--- config.mk ---
export PLATFORM = sky130hd
export DESIGN_NAME = booth_divider_flat
export DESIGN_NICKNAME = d
export VERILOG_FILES = /design/src/rtl/booth_div_pkg.sv /design/src/rtl/booth_divider_if.sv /design/src/rtl/booth_divider_div_step.sv /design/src/rtl/booth_divider.sv /design/src/flat_wrapper.sv
export SDC_FILE = /design/constraint.sdc
export NUM_CORES = 1
export LEC_CHECK = 0
export CAP_MARGIN = 20
export CORE_ASPECT_RATIO = 0.9
export CORE_MARGIN = 4
export CORE_UTILIZATION = 50
export CTS_BUF_LIST = sky130_fd_sc_hd__clkbuf_2 sky130_fd_sc_hd__clkbuf_4 sky130_fd_sc_hd__clkbuf_8
export DETAILED_ROUTE_END_ITERATION = 10
export GPL_ROUTABILITY_DRIVEN = 0
export PLACE_DENSITY_LB_ADDON = 0.25
export SYNTH_ARGS = -nofsm -noshare
export SYNTH_HDL_FRONTEND = slang
export SYNTH_SLANG_ARGS = --single-unit
--- constraint.sdc ---
create_clock -name clk -period 5.5 [get_ports clk]
set_input_delay 0.825 -clock clk [delete_from_list [all_inputs] [get_ports clk]]
set_output_delay 0.825 -clock clk [all_outputs]
set_load 0.1 [all_outputs]
--- src/rtl/booth_div_pkg.sv ---
// Shared widths, FSM states and magnitude helpers for the sequential signed divider.
package booth_div_pkg;

    localparam int DW = 16;
    localparam int VW = 8;
    localparam int CW = 4;

    localparam logic [DW-1:0] Q_MAX     = 16'd127;
    localparam logic [DW-1:0] Q_MIN_MAG = 16'd128;

    typedef enum logic [1:0] {IDLE, DIV, FIX} state_t;

    // -32768 maps to 16'h8000, which is correct when read as unsigned.
    function automatic logic [DW-1:0] abs_dividend(input logic [DW-1:0] v);
        return v[DW-1] ? (~v + 1'b1) : v;
    endfunction

    function automatic logic [VW:0] abs_divisor(input logic [VW-1:0] v);
        logic [VW:0] ext;
        ext = {v[VW-1], v};
        return v[VW-1] ? (~ext + 1'b1) : ext;
    endfunction

endpackage

--- src/rtl/booth_divider_if.sv ---
// Start/done handshake and result bus between the divider and its requester.
interface booth_divider_if;

    logic                           start;
    logic [booth_div_pkg::DW-1:0]   dividend;
    logic [booth_div_pkg::VW-1:0]   divisor;
    logic                           busy;
    logic                           done;
    logic [booth_div_pkg::VW-1:0]   quotient;
    logic [booth_div_pkg::VW-1:0]   remainder;
    logic                           overflow;
    logic                           div_by_zero;

    modport master (
        output start, dividend, divisor,
        input  busy, done, quotient, remainder, overflow, div_by_zero
    );

    modport slave (
        input  start, dividend, divisor,
        output busy, done, quotient, remainder, overflow, div_by_zero
    );

endinterface

--- src/rtl/booth_divider_div_step.sv ---
// One restoring-division iteration: shift in a dividend bit, trial-subtract, restore on borrow.
module div_step
    import booth_div_pkg::*;
(
    input  logic [VW:0] rem_i,
    input  logic        bit_i,
    input  logic [VW:0] dvs_i,
    output logic [VW:0] rem_o,
    output logic        q_o
);

    logic [VW+1:0] shifted;
    logic [VW+1:0] trial;

    // rem_i never exceeds 127, so its top bit is always 0 and the shift cannot lose data.
    assign shifted = {rem_i, bit_i};
    assign trial   = shifted - {1'b0, dvs_i};
    assign q_o     = ~trial[VW+1];
    assign rem_o   = q_o ? trial[VW:0] : shifted[VW:0];

endmodule

--- src/rtl/booth_divider.sv ---
// 16/8 signed truncating divider: restoring division on magnitudes, then sign fix-up.
// Define DIV_RADIX4_EN to retire two quotient bits per clock (9-clock latency instead of 17).
module booth_divider
    import booth_div_pkg::*;
(
    input  logic            clk,
    input  logic            rst,
    booth_divider_if.slave  bus
);

    state_t          state_q, state_d;
    logic [CW-1:0]   cnt_q, cnt_d;
    logic [DW-1:0]   dvd_q, dvd_d;
    logic [VW:0]     dvs_q, dvs_d;
    logic [VW:0]     rem_q, rem_d;
    logic [DW-1:0]   qm_q, qm_d;
    logic            qneg_q, qneg_d, rneg_q, rneg_d, dz_q, dz_d;
    logic            busy_q, busy_d, done_q, done_d, ovf_q, ovf_d, dbz_q, dbz_d;
    logic [VW-1:0]   quo_q, quo_d, rmd_q, rmd_d;

    logic [VW:0]     rem_nxt;
    logic [DW-1:0]   qm_shift;
    logic [DW-1:0]   dvd_shift;

`ifdef DIV_RADIX4_EN
    localparam logic [CW-1:0] CNT_INIT = 4'd7;
    logic [VW:0] rem_mid;
    logic        q_hi, q_lo;

    div_step u_step_hi (.rem_i(rem_q),   .bit_i(dvd_q[DW-1]), .dvs_i(dvs_q), .rem_o(rem_mid), .q_o(q_hi));
    div_step u_step_lo (.rem_i(rem_mid), .bit_i(dvd_q[DW-2]), .dvs_i(dvs_q), .rem_o(rem_nxt), .q_o(q_lo));

    assign qm_shift  = {qm_q[DW-3:0], q_hi, q_lo};
    assign dvd_shift = {dvd_q[DW-3:0], 2'b00};
`else
    localparam logic [CW-1:0] CNT_INIT = 4'd15;
    logic q_bit;

    div_step u_step (.rem_i(rem_q), .bit_i(dvd_q[DW-1]), .dvs_i(dvs_q), .rem_o(rem_nxt), .q_o(q_bit));

    assign qm_shift  = {qm_q[DW-2:0], q_bit};
    assign dvd_shift = {dvd_q[DW-2:0], 1'b0};
`endif

    // NOTE: sequential state uses non-blocking assignments so every register samples pre-edge values.
    always_ff @(posedge clk or posedge rst) begin
        if (rst) begin
            state_q <= IDLE;
            cnt_q   <= '0;
            dvd_q   <= '0;
            dvs_q   <= '0;
            rem_q   <= '0;
            qm_q    <= '0;
            qneg_q  <= 1'b0;
            rneg_q  <= 1'b0;
            dz_q    <= 1'b0;
            busy_q  <= 1'b0;
            done_q  <= 1'b0;
            ovf_q   <= 1'b0;
            dbz_q   <= 1'b0;
            quo_q   <= '0;
            rmd_q   <= '0;
        end else begin
            state_q <= state_d;
            cnt_q   <= cnt_d;
            dvd_q   <= dvd_d;
            dvs_q   <= dvs_d;
            rem_q   <= rem_d;
            qm_q    <= qm_d;
            qneg_q  <= qneg_d;
            rneg_q  <= rneg_d;
            dz_q    <= dz_d;
            busy_q  <= busy_d;
            done_q  <= done_d;
            ovf_q   <= ovf_d;
            dbz_q   <= dbz_d;
            quo_q   <= quo_d;
            rmd_q   <= rmd_d;
        end
    end

    always_comb begin
        state_d = state_q;
        unique case (state_q)
            IDLE:    if (bus.start) state_d = (bus.divisor == '0) ? FIX : DIV;
            DIV:     if (cnt_q == '0) state_d = FIX;
            FIX:     state_d = IDLE;
            default: state_d = IDLE;
        endcase
    end

    // NOTE: every target gets a default first, so no path through the case can infer a latch.
    always_comb begin
        cnt_d  = cnt_q;
        dvd_d  = dvd_q;
        dvs_d  = dvs_q;
        rem_d  = rem_q;
        qm_d   = qm_q;
        qneg_d = qneg_q;
        rneg_d = rneg_q;
        dz_d   = dz_q;
        busy_d = busy_q;
        done_d = 1'b0;
        ovf_d  = ovf_q;
        dbz_d  = dbz_q;
        quo_d  = quo_q;
        rmd_d  = rmd_q;

        unique case (state_q)
            IDLE: begin
                if (bus.start) begin
                    busy_d = 1'b1;
                    ovf_d  = 1'b0;
                    dbz_d  = 1'b0;
                    qneg_d = bus.dividend[DW-1] ^ bus.divisor[VW-1];
                    rneg_d = bus.dividend[DW-1];
                    rem_d  = '0;
                    qm_d   = '0;
                    cnt_d  = CNT_INIT;
                    if (bus.divisor == '0) begin
                        dz_d  = 1'b1;
                        dvd_d = bus.dividend;
                    end else begin
                        dz_d  = 1'b0;
                        dvd_d = abs_dividend(bus.dividend);
                        dvs_d = abs_divisor(bus.divisor);
                    end
                end
            end
            DIV: begin
                rem_d = rem_nxt;
                qm_d  = qm_shift;
                dvd_d = dvd_shift;
                if (cnt_q != '0) cnt_d = cnt_q - 4'd1;
            end
            FIX: begin
                busy_d = 1'b0;
                done_d = 1'b1;
                if (dz_q) begin
                    quo_d = '0;
                    rmd_d = dvd_q[VW-1:0];
                    dbz_d = 1'b1;
                end else begin
                    rmd_d = rneg_q ? (8'd0 - rem_q[VW-1:0]) : rem_q[VW-1:0];
                    if (!qneg_q) begin
                        if (qm_q > Q_MAX) begin
                            quo_d = 8'h7F;
                            ovf_d = 1'b1;
                        end else begin
                            quo_d = qm_q[VW-1:0];
                        end
                    end else begin
                        if (qm_q > Q_MIN_MAG) begin
                            quo_d = 8'h80;
                            ovf_d = 1'b1;
                        end else begin
                            quo_d = 8'd0 - qm_q[VW-1:0];
                        end
                    end
                end
            end
            default: ;
        endcase
    end

    assign bus.busy        = busy_q;
    assign bus.done        = done_q;
    assign bus.quotient    = quo_q;
    assign bus.remainder   = rmd_q;
    assign bus.overflow    = ovf_q;
    assign bus.div_by_zero = dbz_q;

endmodule
--- src/flat_wrapper.sv ---
// flat-port wrapper written by rule: the top's interface ports become plain ports
module booth_divider_flat import booth_div_pkg::*;
  (clk, rst, bus_start, bus_dividend, bus_divisor, bus_busy, bus_done, bus_quotient, bus_remainder, bus_overflow, bus_div_by_zero);
  booth_divider_if bus_i ();
  input  logic clk;
  input  logic rst;
  input wire logic [$bits(bus_i.start)-1:0] bus_start;
  input wire logic [$bits(bus_i.dividend)-1:0] bus_dividend;
  input wire logic [$bits(bus_i.divisor)-1:0] bus_divisor;
  output wire logic [$bits(bus_i.busy)-1:0] bus_busy;
  output wire logic [$bits(bus_i.done)-1:0] bus_done;
  output wire logic [$bits(bus_i.quotient)-1:0] bus_quotient;
  output wire logic [$bits(bus_i.remainder)-1:0] bus_remainder;
  output wire logic [$bits(bus_i.overflow)-1:0] bus_overflow;
  output wire logic [$bits(bus_i.div_by_zero)-1:0] bus_div_by_zero;
  assign bus_i.start = bus_start;
  assign bus_i.dividend = bus_dividend;
  assign bus_i.divisor = bus_divisor;
  assign bus_busy = bus_i.busy;
  assign bus_done = bus_i.done;
  assign bus_quotient = bus_i.quotient;
  assign bus_remainder = bus_i.remainder;
  assign bus_overflow = bus_i.overflow;
  assign bus_div_by_zero = bus_i.div_by_zero;
  booth_divider u_core (.clk(clk), .rst(rst), .bus(bus_i));
endmodule
**Word level (Yosys, flattened, before mapping)**

Index checks and enable logic that the tools add are counted.

- Bits in registers: 79
- Bits in latches: 0
- Bits in writable memories: 0
- Memory bits (read-only): 0
- Input bits: 27
- Logic and storage cells: 86
- Memories: 0

- Add/subtract/negate cells: 6
- Multiply operators: 0
- Divide/modulo/power cells: 0
- Magnitude comparators: 2
- Equality and inequality tests: 9
- Shift-type cells: 0
- Muxes and demuxes: 35
- Bitwise operators: 5
- Reduce and logical (&&, ||, !) cells: 14

Operators with widths:

| kind | count |
|---|---|
| two-way mux 16 bit | 4 |
| case mux 16 bit (2 select lines) | 2 |
| two-way mux 8 bit | 6 |
| two-way mux 9 bit | 3 |
| case mux 9 bit (2 select lines) | 1 |
| adder 16 x 1 -> 16 bit (second input constant) | 1 |
| > comparator 16 x 7 -> 1 bit (second input constant) | 1 |
| > comparator 16 x 8 -> 1 bit (second input constant) | 1 |
| NOT 16 bit | 1 |
| subtractor 1 x 8 -> 8 bit (first input constant) | 2 |
| subtractor 10 x 9 -> 10 bit | 1 |
| adder 9 x 1 -> 9 bit (second input constant) | 1 |
| two-way mux 1 bit | 9 |
| NOT 9 bit | 1 |
| AND reduction 3 bit | 3 |
| zero test 8 bit | 1 |
| two-way mux 4 bit | 2 |
| case mux 4 bit (2 select lines) | 1 |
| AND reduction 2 bit | 4 |
| two-way mux 2 bit | 3 |
| inequality test 2 x 1 -> 1 bit (second input constant) | 3 |
| case mux 1 bit (2 select lines) | 3 |
| AND reduction 5 bit | 1 |
| zero test 4 bit | 1 |
| other kinds (12) | 15 |

**Depth between registers and ports, before layout**

- Depth after elaboration: 6
- Gate-level depth with buffers: 10
- Gate-level depth less buffers: 10

**Cells and area by module**

From an unflattened synthesis, not the netlist that was laid out.

- Cells, all modules: 478
- Area, all modules: 4504.3 sq um

Modules (own cells, without submodules):

| module | times used | cells each | area an instance (sq um) | seq. area each (sq um) |
|---|---|---|---|---|
| booth_divider | 1 | 409 | 3936.3 | 1976.9 |
| div_step | 1 | 69 | 568.0 | 0.0 |

**Worst setup path after synthesis**

No wires, ideal clock.

- Kind: input to register
- From: input bus_dividend[6]
- To: register u_core.dvd_q[14]
- Library setup time: 0.137 ns
- Arrival time: 2.590 ns
- Data required time: 5.363 ns
- Path slack: 2.773 ns
- Stages: 6
- Buffers on the path: 0
- Path through: or4_4 -> or3_4 -> or4_4 -> o31ai_4 -> xor2_1 -> a21oi_1

- Longest elaborated chain between the ends: 6

RTL lines:

| item | RTL line | RTL |
|---|---|---|
| from (decl) | flat_wrapper.sv:8 | `input wire logic [$bits(bus_i.dividend)-1:0] bus_dividend;` |
| NOT 16 bit | booth_div_pkg.sv:15 | `return v[DW-1] ? (~v + 1'b1) : v;` |
| adder 16 x 1 -> 16 bit | booth_div_pkg.sv:15 |  |
| two-way mux 16 bit | booth_div_pkg.sv:15 |  |
| two-way mux 16 bit | booth_divider.sv:120 | `if (bus.divisor == '0) begin` |
| two-way mux 16 bit | booth_divider.sv:111 | `if (bus.start) begin` |
| case mux 16 bit (2 select lines) | booth_divider.sv:109 | `unique case (state_q)` |
| to (signal assigned) | booth_divider.sv:66 | `dvd_q <= dvd_d;` |
| to (decl) | booth_divider.sv:13 | `logic [DW-1:0] dvd_q, dvd_d;` |

No other way between the ends. The select of a mux whose other input is x is not followed.
A chain may end at the register's enable or synchronous reset.

**Worst setup path in the final report**

- From: input bus_start
- To: register u_core.dvs_q[0]

- Longest elaborated chain between the ends: 1

RTL lines:

| item | RTL line | RTL |
|---|---|---|
| from (decl) | flat_wrapper.sv:7 | `input wire logic [$bits(bus_i.start)-1:0] bus_start;` |
| AND reduction 3 bit (no line) | - |  |
| to (signal assigned) | booth_divider.sv:67 | `dvs_q <= dvs_d;` |
| to (decl) | booth_divider.sv:14 | `logic [VW:0] dvs_q, dvs_d;` |

No other way between the ends.

==> flow_metrics.tcl <==
set metrics [dict create \
    grtUsageMet3_pct 3.52 \
    clk_pin_slew_ps 80 \
    start_util_pct 51.6 \
    ys_seq_area_share_pct 44.3 \
    placement_rows 32 \
    ys_seq_elements 79 \
    period_minus_slack_ps 3100 \
    drcViolationCount 0 \
    grt-ovfl-total 0 \
    slowest_stage "nor2_1" \
    timing.slew.headroom_pct 33.5 \
    yosysMostFrequentCell "dfrtp_1" \
    crit_path_max_incr_delay_ps 650 \
    fin_crit_sh_pct 56.4 \
    cts_buffer_depth 2 \
    cts_tree "done" \
    holdPathEnd "u_core.bus.quotient[7]" \
    async_flop_share_pct 100 \
    crit_required_ps 5750 \
    maxCapViolCount 0 \
    syn-num-nets 536 \
    hold_viol_final 0 \
    yosys_warnings 0 \
    post-cts-setup-buffers 0 \
    startpoint_type "input pin" \
    cts_htree_levels 3 \
    ctsHoldBuffers 0 \
    rsz0062_at_grt "no" \
    clk_latency_ps 350 \
    gr-usage-met1_pct 28.8 \
    cts_sinks 79 \
    synth_largest_area_cell "dfrtp_1" \
    grt_start_max_net_pins 45 \
    cp_num_buf_inv 1 \
    cts_buffers 9 \
    track_usage_pct 20.1 \
    antenna_found_initial 0 \
    root_buffer "clkbuf_8" \
    hold_class "flip-flop to flip-flop" \
    final-max-slew-violation-count 0 \
    min_from "u_core.bus.quotient[7]" \
    path_class "input pin to flip-flop" \
    worstPathCellList "clkdlybuf4s50_1, nor2_1, nor2_1, nand2_1, nor2_1, mux2_2" \
    max_freq_mhz 322 \
    avgSynthCellArea_um2 9.04 \
    syn_inst 494 \
    nNetsFinal 566 \
    crit_fanout 14 \
    antenna_cells 0 \
    hpwlAfterDp_um 7150 \
    worst_slew_pin_slew_ps 994 \
    port_buffers 46 \
    top_usage_layer "met2" \
    hold_depth 2 \
    ant_nets 0 \
    met2_usage_pct 30.3 \
    cts_resized 0 \
    fp.dieH_um 97.6 \
    first_iter_violations 225 \
    syn_to_final_growth_pct 15.5 \
    drive_gt1_share_pct 5.48 \
    r2r_start "u_core.state_q[0]" \
    die-area_um2 10500 \
    path_common_cell "nor2_1" \
    grt_pass1_wl_um 17300 \
    first_pass_iters 5 \
    reg2reg_setup_slack_ps 2760 \
    cp-end-kind "flip-flop" \
    grt_pass1_vias 3601 \
    wl_per_cell_um 15.4 \
    vias 3717 \
    crit_family "simple AND/OR/NAND/NOR gates" \
    synth_edf_count 0 \
    netlist_area_um2 4460 \
    io_pins 47 \
    synth_top_area_share_pct 44.3 \
    fin_tns_setup_ps 0 \
    synth-main-ff-cell "dfrtp_1" \
    finalSetupViolations 0 \
    fillers 779 \
    avgViaCountPerCell 5.74 \
    netlist_top_cells_area "dfrtp_1 (44%), nand2_1 (5.1%), o21ai_0 (4.7%)" \
    r2r_end "u_core.bus.quotient[0]" \
    clock_skew_ps 9.32 \
    cp.arrival_ps 3350 \
    core_region_area_um2 8650 \
    routed_wl_um 9950 \
    synthTopCellsByCount "dfrtp_1 (79), nand2_1 (61), o21ai_0 (42), nor2_1 (38)" \
    synth_cell_types 49 \
    r2r_cells 6 \
    dieWidth_um 108 \
    status "finished, final reports clean" \
]
## state kept, by name, indices dropped and copies added, names as in the netlist, 2 cells and up
name                  flops
u_core.bus.quotient       8
u_core.bus.remainder      8
u_core.cnt_q              4
u_core.dvd_q             16
u_core.dvs_q              9
u_core.qm_q              16
u_core.rem_q              9
u_core.state_q            2
## metrics by stage
stage	worst slack [ps]	hold WS, ps	instance area [µm²]	utilization (%)	cells
2_1_floorplan	2650	450	4460	-	494
3_3_place_gp	2100	451	4980	57.6	632
3_5_place_dp	1990	465	4980	57.6	632
4_1_cts	2370	483	5160	59.6	648
5_1_grt	2190	506	5160	59.6	648
6_report	2400	481	5160	59.6	648
## layout by cell type, fill, tap and decap left out, types with 5 or more instances in the layout
master | Yosys | layout
a21oi_1 | 26 | 26
a22o_1 | 22 | 22
clkbuf_8 | 0 | 10
clkdlybuf4s50_1 | 0 | 46
dfrtp_1 | 79 | 79
ha_1 | 14 | 14
inv_1 | 25 | 24
nand2_1 | 61 | 61
nand2b_1 | 5 | 5
nand3_1 | 5 | 5
nand4_1 | 9 | 9
nor2_1 | 38 | 37
nor3_1 | 11 | 11
nor4_1 | 6 | 6
o211ai_1 | 8 | 8
o21ai_0 | 42 | 42
o22ai_1 | 7 | 7
or3_1 | 9 | 9
xnor2_1 | 22 | 22
xor2_1 | 15 | 15
## how the worst max path moves through the flow
stage / startpoint / end / slack (ps) / cells past startpoint
floorplan: rst / u_core.bus.busy / 2650 / 1
global placement: bus_start / u_core.dvs_q[0] / 2100 / 6
detailed placement: bus_start / u_core.dvs_q[0] / 1990 / 6
CTS: bus_start / u_core.dvs_q[0] / 2370 / 6
global route: bus_start / u_core.dvs_q[0] / 2190 / 6
finish: bus_start / u_core.dvs_q[0] / 2400 / 6
## worst reg2reg max path: cells and delay by family (launching register included)
| kind | cells | cell delay (ps) |
|---|---|---|
| compound gates | 2 | 800 |
| buf+inv | 1 | 340 |
| simple gates | 3 | 1110 |
| flops | 1 | 440 |
## logic make-up after synthesis
family	share of synthesized area, %
DFF	44.3
adders and majority gates	4.37
xor gates and xnor gates	7.26
AOI/OAI and AO/OA	20.4
buffers and inverters	4.46
and+or+nand+nor	18.0
muxes	1.15
## routing by layer
metal  routed length (µm)  part of all wire (%)
met5                    0                     0
met1                 4680                    47
met2                 4490                    45
met4                  226                   2.3
met3                  557                   5.6
## area by class of cell
cell class | instances | area [µm²] | share of cell area [%]
inverters | 25 | 93.8 | 1.82
clock buffers | 10 | 138 | 2.67
repair buffers | 47 | 468 | 9.07
multi-input cells | 362 | 2300 | 44.5
well taps | 119 | 149 | 2.89
flip-flops and latches | 79 | 1980 | 38.3
clock inverters | 6 | 36.3 | 0.704
Power is left out: the tool's default activity adds up to more than one toggle a clock period on the data nets, which glitch-free logic cannot reach.
